<file path="src/rtl/mux2_rr_arbiter_pkg.sv">
// Shared constants for the two-requester round-robin mux arbiter.
package mux_arb_pkg;

   // FSM state encoding (kept as plain constants for legacy tools)
   localparam logic [1:0] ST_IDLE  = 2'b00;
   localparam logic [1:0] ST_OWN_A = 2'b01;
   localparam logic [1:0] ST_OWN_B = 2'b10;

   // Owner IDs; these double as the mux select value for that owner
   localparam logic OWNER_A = 1'b0;
   localparam logic OWNER_B = 1'b1;

   // Ownership state that belongs to a given owner ID
   function automatic logic [1:0] own_state(input logic owner);
      return (owner == OWNER_B) ? ST_OWN_B : ST_OWN_A;
   endfunction

endpackage

</file>
<file path="src/rtl/mux2_rr_arbiter_if.sv">
// Request/grant bundle between the two requesters and the arbiter.
interface mux2_rr_arbiter_if #(
   parameter int unsigned CW = 8
);
   logic          req_a;
   logic          req_b;
   logic          gnt_a;
   logic          gnt_b;
   logic          sel;
   logic          busy;
   logic [CW-1:0] hold_cnt;

   // Requester side
   modport master (
      output req_a, req_b,
      input  gnt_a, gnt_b, sel, busy, hold_cnt
   );

   // Arbiter side
   modport slave (
      input  req_a, req_b,
      output gnt_a, gnt_b, sel, busy, hold_cnt
   );
endinterface

</file>
<file path="src/rtl/mux2_rr_arbiter_hold_counter.sv">
// Saturating hold counter: clear wins over enable, stops at limit_i.
module arb_hold_counter #(
   parameter int unsigned CW = 8
) (
   input  logic          clk,
   input  logic          reset,
   input  logic          clr_i,
   input  logic          en_i,
   input  logic [CW-1:0] limit_i,
   output logic [CW-1:0] cnt_o,
   output logic          at_limit_o
);
   logic [CW-1:0] cnt_q, cnt_d;

   assign at_limit_o = (cnt_q == limit_i);
   assign cnt_o      = cnt_q;

   // Next count: clear, count up, or hold once the limit is reached
   always_comb begin
      cnt_d = cnt_q;
      if (clr_i)
         cnt_d = '0;
      else if (en_i && !at_limit_o)
         cnt_d = cnt_q + CW'(1);
   end

   // Count register
   always_ff @(posedge clk or posedge reset) begin
      if (reset) cnt_q <= '0;
      else       cnt_q <= cnt_d;
   end
endmodule

</file>
<file path="src/rtl/mux2_rr_arbiter_sys.sv">
// Arbiter plus the shared mux it controls; sel is wired straight through.
module mux2_rr_arbiter_sys #(
   parameter int unsigned MAX_HOLD = 4,
   parameter int unsigned CW       = 8,
   parameter int unsigned W        = 1
) (
   input  logic             clk,
   input  logic             reset,
   mux2_rr_arbiter_if.slave arb,
   input  logic [W-1:0]     a_i,
   input  logic [W-1:0]     b_i,
   output logic [W-1:0]     out_o
);
   mux2_rr_arbiter #(.MAX_HOLD(MAX_HOLD), .CW(CW)) u_arb (
      .clk   (clk),
      .reset (reset),
      .bus   (arb)
   );

   student_mux #(.W(W)) u_mux (
      .a   (a_i),
      .b   (b_i),
      .sel (arb.sel),
      .out (out_o)
   );
endmodule

</file>
<file path="src/rtl/student_mux.sv">
// Plain 2:1 mux: sel=0 routes a, sel=1 routes b.
module student_mux #(
   parameter int unsigned W = 1
) (
   input  logic [W-1:0] a,
   input  logic [W-1:0] b,
   input  logic         sel,
   output logic [W-1:0] out
);
   assign out = sel ? b : a;
endmodule

</file>
<file path="src/rtl/mux2_rr_arbiter.sv">
// Round-robin arbiter for two requesters sharing one 2:1 mux.
// Grants are registered; a grant is held while requested, but only for
// MAX_HOLD cycles when the other side is also waiting.
module mux2_rr_arbiter
   import mux_arb_pkg::*;
#(
   parameter int unsigned MAX_HOLD = 4,
   parameter int unsigned CW       = 8
) (
   input  logic              clk,
   input  logic              reset,
   mux2_rr_arbiter_if.slave  bus
);
   localparam logic [CW-1:0] LIMIT = CW'(MAX_HOLD - 1);

   logic [1:0]    state_q, state_d;
   logic          gnt_a_q, gnt_a_d;
   logic          gnt_b_q, gnt_b_d;
   logic          sel_q, sel_d;
   logic          last_q, last_d;
   logic          entering;
   logic          hold_clr, hold_en, at_limit;
   logic [CW-1:0] hold_cnt;

   // Next owner selection
   always_comb begin
      state_d = state_q;
      case (state_q)
         ST_IDLE: begin
            if (bus.req_a && bus.req_b)
               state_d = own_state(~last_q);   // tie goes opposite last owner
            else if (bus.req_a)
               state_d = ST_OWN_A;
            else if (bus.req_b)
               state_d = ST_OWN_B;
         end
         ST_OWN_A: begin
            if (!bus.req_a)
               state_d = bus.req_b ? ST_OWN_B : ST_IDLE;  // no idle bubble
            else if (bus.req_b && at_limit)
               state_d = ST_OWN_B;
         end
         ST_OWN_B: begin
            if (!bus.req_b)
               state_d = bus.req_a ? ST_OWN_A : ST_IDLE;
            else if (bus.req_a && at_limit)
               state_d = ST_OWN_A;
         end
         default: state_d = ST_IDLE;
      endcase
   end

   // Grant, select and last-owner updates derived from the next state
   always_comb begin
      entering = (state_d != state_q) && (state_d != ST_IDLE);
      gnt_a_d  = (state_d == ST_OWN_A);
      gnt_b_d  = (state_d == ST_OWN_B);
      sel_d    = sel_q;     // sel holds in IDLE so the mux never flips early
      last_d   = last_q;
      if (entering) begin
         sel_d  = (state_d == ST_OWN_B) ? OWNER_B : OWNER_A;
         last_d = sel_d;
      end
      hold_clr = (state_d != state_q);
      hold_en  = (state_d == state_q) && (state_q != ST_IDLE);
   end

   // State and grant registers; last owner resets to B so A wins first tie
   always_ff @(posedge clk or posedge reset) begin
      if (reset) begin
         state_q <= ST_IDLE;
         gnt_a_q <= 1'b0;
         gnt_b_q <= 1'b0;
         sel_q   <= OWNER_A;
         last_q  <= OWNER_B;
      end else begin
         state_q <= state_d;
         gnt_a_q <= gnt_a_d;
         gnt_b_q <= gnt_b_d;
         sel_q   <= sel_d;
         last_q  <= last_d;
      end
   end

   arb_hold_counter #(.CW(CW)) u_hold (
      .clk        (clk),
      .reset      (reset),
      .clr_i      (hold_clr),
      .en_i       (hold_en),
      .limit_i    (LIMIT),
      .cnt_o      (hold_cnt),
      .at_limit_o (at_limit)
   );

   assign bus.gnt_a    = gnt_a_q;
   assign bus.gnt_b    = gnt_b_q;
   assign bus.sel      = sel_q;
   assign bus.busy     = gnt_a_q | gnt_b_q;
   assign bus.hold_cnt = hold_cnt;
endmodule

</file>
<file path="src/flat_wrapper.sv">
// flat-port wrapper written by rule: the top's interface ports become plain ports
module mux2_rr_arbiter_sys_flat 
#(
   parameter int unsigned MAX_HOLD = 4,
   parameter int unsigned CW       = 8,
   parameter int unsigned W        = 1
)
  (clk, reset, a_i, b_i, out_o, arb_req_a, arb_req_b, arb_gnt_a, arb_gnt_b, arb_sel, arb_busy, arb_hold_cnt);
  mux2_rr_arbiter_if #(.CW(CW)) arb_i ();
  input  logic clk;
  input  logic reset;
  input  logic [W-1:0] a_i;
  input  logic [W-1:0] b_i;
  output logic [W-1:0] out_o;
  input wire logic [$bits(arb_i.req_a)-1:0] arb_req_a;
  input wire logic [$bits(arb_i.req_b)-1:0] arb_req_b;
  output wire logic [$bits(arb_i.gnt_a)-1:0] arb_gnt_a;
  output wire logic [$bits(arb_i.gnt_b)-1:0] arb_gnt_b;
  output wire logic [$bits(arb_i.sel)-1:0] arb_sel;
  output wire logic [$bits(arb_i.busy)-1:0] arb_busy;
  output wire logic [$bits(arb_i.hold_cnt)-1:0] arb_hold_cnt;
  assign arb_i.req_a = arb_req_a;
  assign arb_i.req_b = arb_req_b;
  assign arb_gnt_a = arb_i.gnt_a;
  assign arb_gnt_b = arb_i.gnt_b;
  assign arb_sel = arb_i.sel;
  assign arb_busy = arb_i.busy;
  assign arb_hold_cnt = arb_i.hold_cnt;
  mux2_rr_arbiter_sys #(.MAX_HOLD(MAX_HOLD), .CW(CW), .W(W)) u_core (.clk(clk), .reset(reset), .arb(arb_i), .a_i(a_i), .b_i(b_i), .out_o(out_o));
endmodule
</file>
<file path="config.mk">
export PLATFORM = sky130hd
export DESIGN_NAME = mux2_rr_arbiter_sys_flat
export DESIGN_NICKNAME = d
export VERILOG_FILES = /design/src/rtl/mux2_rr_arbiter_pkg.sv /design/src/rtl/mux2_rr_arbiter_if.sv /design/src/rtl/mux2_rr_arbiter_hold_counter.sv /design/src/rtl/mux2_rr_arbiter_sys.sv /design/src/rtl/student_mux.sv /design/src/rtl/mux2_rr_arbiter.sv /design/src/flat_wrapper.sv
export SDC_FILE = /design/constraint.sdc
export NUM_CORES = 1
export LEC_CHECK = 0
export ABC_AREA = 1
export BUFFER_PORTS_ARGS = -buffer_cell sky130_fd_sc_hd__buf_2
export CAP_MARGIN = 20
export CORE_MARGIN = 8
export CORE_UTILIZATION = 40
export CTS_CLUSTER_SIZE = 40
export DETAILED_ROUTE_END_ITERATION = 7
export GPL_TIMING_DRIVEN = 0
export SLEW_MARGIN = 20
export SYNTH_ARGS = -nofsm -noshare
export SYNTH_HDL_FRONTEND = slang
export SYNTH_SLANG_ARGS = --single-unit
</file>
<file path="constraint.sdc">
create_clock -name clk -period 2.9 [get_ports clk]
set_clock_uncertainty 0.05 [all_clocks]
set_input_delay 0.435 -clock clk [delete_from_list [all_inputs] [get_ports clk]]
set_output_delay 0.435 -clock clk [all_outputs]
set_load 0.05 [all_outputs]
</file>
==> results.cfg, run 1 <==
[placed_design]
dp_hpwl_um = 1350
place.gp.congestion = 0.822
placed_area_um2 = 946
port_buffers = 18

[synthesis]
synth_common_cells = 23 x nand2_1, 18 x nor2_1, 15 x inv_1
syn_avg_cell_area_um2 = 7.68
synthArstFlopShare_pct = 100
synthAdderAreaFrac_pct = 1.52
yosys_warnings = 0
synth_edf_count = 0
synth-seq-area-share_pct = 42.8
synth.area.mux_share_pct = 1.37
ys_ff_latch = 14
yosys.area_share.simple_pct = 39.4
synthTopCellsByArea = dfrtp_1 40%, nand2_1 11%, nor2_1 8.2%
yosysMostFrequentCell = nand2_1
synth_top_area_cell = dfrtp_1
synth_xor_area_share_pct = 4.26
synth_compound_area_share_pct = 2.13
synthDistinctLibCells = 21
synth.top_cell.area_share_pct = 39.6
syn_area_um2 = 822
synthFlopType = dfrtp_1
synth_nets = 114
synthCells = 107
synth_top_family_by_area = simple AND/OR/NAND/NOR gates

[setup_path]
ff2ff_setup_slack_ns = 1.15
arrival_ns = 1.88
path_max_fanout = 9
end_kind = register
worstPathRequired_ns = 3.03
critPathKind = register to register
start_kind = register

[detailed_routing]
wire_per_inst_um = 11.0
drt-initial-drc-count = 12
viasPerCell = 4.63
dr.pass1.iters = 4
wl_um = 1720
drc = 0
vias = 722
antenna_left = 0

[final_layout]
final_area_um2 = 972
area_growth_pct = 18.3
regArea_um2 = 352
nets = 137
fillers = 190
diodes = 0
drive_gt1_share_pct = 31.0
postLayoutCoreUtil_pct = 50.1
multi_input_area_um2 = 400

[cts]
cts_buffers = 3
post_cts_buffers = 0
cts_root_buf = clkbuf_4
cts_hold_buf = 0
cts_tree = done
worstSkewPairLatency_ns = 0.28
cts_max_level = 1
cts_resized = 0
clkSinkCount = 14
clk_pin_slew_ns = 0.10
cts_max_path_buffers = 2

[floorplan]
ios = 19
die_area_um2 = 3760
fp-row-count = 16
start_util_pct = 42.3
die_h_um = 61.3
core_region_area_um2 = 1940
die_w_um = 61.3

[timing]
timing.final.crit_share_pct = 60.3
rsz0062_at_grt = no
setup_tns_ns = 0
period_minus_slack_ns = 1.75
hold_violations = 0
fmax_mhz = 571
setup_viol = 0
tightest_slew_ns = 0.543
relSlewSlack_pct = 63.8
slew_violations = 0

[global_route]
grt_antenna_before_repair = 0
grt-ovfl-total = 0
grt_max_degree = 15
grt_pass1_vias = 704
grt_pass1_wl_um = 2980
grt_util_all_layers_pct = 10.5

[power]
peakVddDrop_mv = 0.596
leakagePower_nw = 0.531
pwr_density_cell_nw_per_um2 = 988

[hold_path]
hp-class = input pin to asynchronous set/reset pin

[run]
drv_cap = 0

[run_status]
status = finished clean
[per-layer routing]
layer  global-route usage, %  wire [µm]  vias up
met5                       0          0        -
met4                    4.87         14        0
met3                    2.30        118        2
met2                    17.3        774       15
met1                    12.6        814      327
li1                        -          -      378
[worst max-delay path, stage by stage (launching register included)]
cell,delay [ns]
dfrtp_1,0.42
ha_1,0.20
inv_1,0.06
nor2_2,0.16
nand3_1,0.13
nand2_1,0.11
nand2_2,0.06
nand3_2,0.09
nand2_2,0.07
nand3_4,0.12
nand2_2,0.07
nand2_1,0.06
nand2_1,0.04
[final cells by class]
class	count	area share, %
sequential	14	36.2
multi-input combinational	75	41.2
tap	27	3.47
clock buffer	4	2.70
timing repair buffer	18	9.27
inverter	18	7.21
[layout by cell type, fill, tap and decap left out, drive strengths merged, types with 3 or more instances in the layout]
| cell type | n |
|---|---|
| nand2 | 28 |
| nor2 | 22 |
| buf | 18 |
| inv | 18 |
| dfrtp | 13 |
| nand3 | 11 |
| xor2 | 4 |
| clkbuf | 4 |
| nand4 | 3 |
[worst paths after layout]
path	end	startpoint	depth (start not counted)
hold / removal	u_core.u_arb.u_hold.cnt_o[7]	reset	2
min in group clk	u_core.u_arb.last_q	u_core.u_arb.last_q	2
hold reg to reg	u_core.u_arb.last_q	u_core.u_arb.last_q	2
setup / recovery	u_core.u_arb.bus.sel	u_core.u_arb.u_hold.cnt_o[0]	12
setup reg to reg	u_core.u_arb.bus.sel	u_core.u_arb.u_hold.cnt_o[0]	12
max in group asynchronous	u_core.u_arb.last_q	reset	2
[logic make-up (layout without fill, tap and decap cells)]
family          count (synthesis)  count (layout)
simple gates                   66              66
buf+inv                        18              40
flops                          14              14
xor+xnor                        4               4
compound gates                  3               3
fa+ha+maj                       1               1
mux                             1               1
[through the flow]
| step | setup WS (ns) | std cells | power [mW] | hold slack [ns] |
|---|---|---|---|---|
| after CTS | 1.14 | 156 | 0.969 | 0.151 |
| after floorplan | 1.01 | 107 | 0.731 | 0.274 |
| final | 1.15 | 156 | 0.961 | 0.129 |
| after global routing | 0.995 | 156 | 1.03 | 0.176 |
| after global placement | 1.20 | 152 | 0.837 | 0.409 |
| after detailed placement | 1.17 | 152 | 0.847 | 0.415 |
[power by group]
group | internal [mW] | total, mW | switching (mW)
clock | 0.0533 | 0.121 | 0.0679
sequential | 0.255 | 0.301 | 0.0462
combinational | 0.148 | 0.539 | 0.391
total | 0.455 | 0.961 | 0.505
[state kept, by name, summed over array words and instances (netlist names)]
name                       flops
u_core.u_arb.bus.sel           1
u_core.u_arb.last_q            1
u_core.u_arb.bus.gnt_b         1
u_core.u_arb.state_q           2
u_core.u_arb.u_hold.cnt_o      8
u_core.u_arb.bus.gnt_a         1
(Power assumes the default switching activity.)
==> inputs of run 2 (changes only) <==
Settings changed: ABC_AREA 1 to 0.
Clock period 2.9 ns to 1.7 ns, I/O delays scaled along.
==> results.cfg, run 2 <==
[run_status]
status = finished clean

[synthesis]
synthArstFlopShare_pct = 100
yosys_warnings = 0
syn_area_um2 = 836
synth.top_cell.area_share_pct = 38.9
synth_edf_count = 0
synth_top_area_cell = dfrtp_1
synthCells = 89
synthDistinctLibCells = 34
synthFlopType = dfrtp_1
synth-seq-area-share_pct = 42.1
syn_avg_cell_area_um2 = 9.39
ys_ff_latch = 14
synth_nets = 96
synthTopCellsByArea = dfrtp_1 39%, nor2_1 5.8%, xnor2_1 4.2%
synth_common_cells = 13 x dfrtp_1, 13 x nor2_1, 7 x nand2_1

[detailed_routing]
drt-initial-drc-count = 19
wire_per_inst_um = 13.4
wl_um = 1890
vias = 742
dr.pass1.iters = 4
antenna_left = 0
viasPerCell = 5.26
drc = 0

[setup_path]
worstPathRequired_ns = 1.78
critPathSlowestCell = dfrtp_2
path_cells = ha_4 -> nor4b_4 -> nand2_2 -> a311oi_1 -> a211oi_1
cp_slowest_stage_delay_ns = 0.41
crit_buf_inv = 0
critPathKind = register to register
start_kind = register
end_kind = register
path_delay_family = simple AND/OR/NAND/NOR gates
arrival_ns = 1.71
path_max_fanout = 5

[final_layout]
diodes = 0
postLayoutCoreUtil_pct = 54.0
layout_commonest_cell = buf_2
largest_reg_flops = 8
nets = 122
drive_gt1_share_pct = 36.0
final_cell_mix = 21 x buf_2, 13 x nor2_1, 10 x dfrtp_1
area_growth_pct = 26.6

[global_route]
grt_pass1_vias = 753
grt_max_degree = 15
grt_pass1_wl_um = 3230
grt_util_all_layers_pct = 11.0
grt-ovfl-total = 0
grt_antenna_before_repair = 0

[hold_path]
hp-class = input pin to register

[timing]
slew_violations = 0
timing.final.crit_share_pct = 95.5
setup_viol = 0
fmax_mhz = 616
hold_ws_ns = 0.276
tightest_slew_ns = 0.578
hold_violations = 0
fin_ws_ns = 0.0760
relSlewSlack_pct = 61.0
setup_tns_ns = 0
rsz0062_at_grt = yes
period_minus_slack_ns = 1.62

[cts]
cts_root_buf = clkbuf_4
cts_buffers = 3
cts_max_path_buffers = 2
worstSkewPairLatency_ns = 0.28
clk_pin_slew_ns = 0.09
clkSinkCount = 14
cts_tree = done
cts_max_level = 1

[placed_design]
pre_cts_ws_ns = 0.0412
place.gp.congestion = 0.822
dp_hpwl_um = 1420
port_buffers = 18

[floorplan]
die_area_um2 = 3810
start_util_pct = 42.6
fp-row-count = 16
die_w_um = 61.7
die_h_um = 61.7
ios = 19
core_region_area_um2 = 1960

[power]
pwr_density_cell_nw_per_um2 = 1080
leakagePower_nw = 0.474
peakVddDrop_mv = 0.628

[run]
drv_cap = 0
run 2: changes by cell type in the layout (fill, tap and decap cells not counted), moves of 4 or more:
cell,delta
nand2_1,-16
inv_1,-12
nand3_1,-7
nor2_1,-5
a21oi_1,+4
nand2_2,-4
nor2_2,-4
nor3_1,+4
xnor2_1,+4
run 2: cell families (layout without fill, tap and decap cells):
| logic type | count (synthesis) | in the layout | share of synthesized area, % |
|---|---|---|---|
| adder cells (fa/ha/maj) | 1 | 1 | 1.50 |
| multiplexers | 3 | 3 | 3.74 |
| buffers and inverters | 7 | 32 | 3.59 |
| flip-flops | 14 | 14 | 42.1 |
| XOR/XNOR | 6 | 6 | 6.29 |
| AO/OA/AOI/OAI | 23 | 23 | 19.9 |
| AND/OR/NAND/NOR | 35 | 35 | 22.9 |
run 2: path summary, 6_finish.rpt:
check                                              from                           end  slack (ns)  cells past startpoint
max                        u_core.u_arb.u_hold.cnt_o[1]          u_core.u_arb.bus.sel        0.08                      5
min                                           arb_req_b        u_core.u_arb.bus.gnt_b        0.28                      3
max reg2reg                u_core.u_arb.u_hold.cnt_o[1]          u_core.u_arb.bus.sel        0.08                      5
min reg2reg                u_core.u_arb.u_hold.cnt_o[6]  u_core.u_arb.u_hold.cnt_o[6]        0.56                      2
max in group asynchronous                         reset  u_core.u_arb.u_hold.cnt_o[6]        0.71                      3
min in group asynchronous                         reset  u_core.u_arb.u_hold.cnt_o[2]        0.49                      3
run 2: per-layer routing:
metal  up-vias  part of all wire [%]  global-route usage, %  wire (µm)
met4         0                   1.4                   4.87         26
met1       341                    47                   13.9        884
met3         4                   6.5                   2.26        122
met5         -                     0                      0          0
li1        375                     -                      -          -
met2        22                    45                   17.7        857
run 2: power breakdown:
part	internal (mW)	switching (mW)	total [mW]
logic	0.182	0.337	0.518
clock network	0.0911	0.107	0.198
registers	0.386	0.0449	0.430
run 2: layout make-up:
class / instances / area (µm²)
Sequential cell: 14 / 355
Multi-Input combinational cell: 68 / 498
Buffer: 4 / 18.8
Fill cell: 214 / 903
Inverter: 3 / 11.3
Clock buffer: 4 / 26.3
Tap cell: 27 / 33.8
Timing Repair Buffer: 21 / 115
run 2: timing repair:
item                                   4_1_cts  5_1_grt
endpoints found under the hold margin       13        0
setup endpoints to repair                    0       12
hold buffers                                 1        0
gates resized for setup                      0        4
buffers inserted                             0        2
run 2: worst reg2reg max path: cells and delay by family (launching register included):
| family | cells | cell delay [ns] |
|---|---|---|
| flip-flops | 1 | 0.41 |
| adder cells (fa/ha/maj) | 1 | 0.15 |
| AO/OA/AOI/OAI | 2 | 0.43 |
| AND/OR/NAND/NOR | 2 | 0.45 |
run 2: through the flow:
| step | total power, mW | cell area, µm² | instances |
|---|---|---|---|
| after floorplan | 0.807 | 857 | 89 |
| after global placement | 0.902 | 981 | 134 |
| after detailed placement | 0.912 | 981 | 134 |
| after CTS | 1.11 | 1020 | 139 |
| after global routing | 1.23 | 1060 | 141 |
| final | 1.15 | 1060 | 141 |
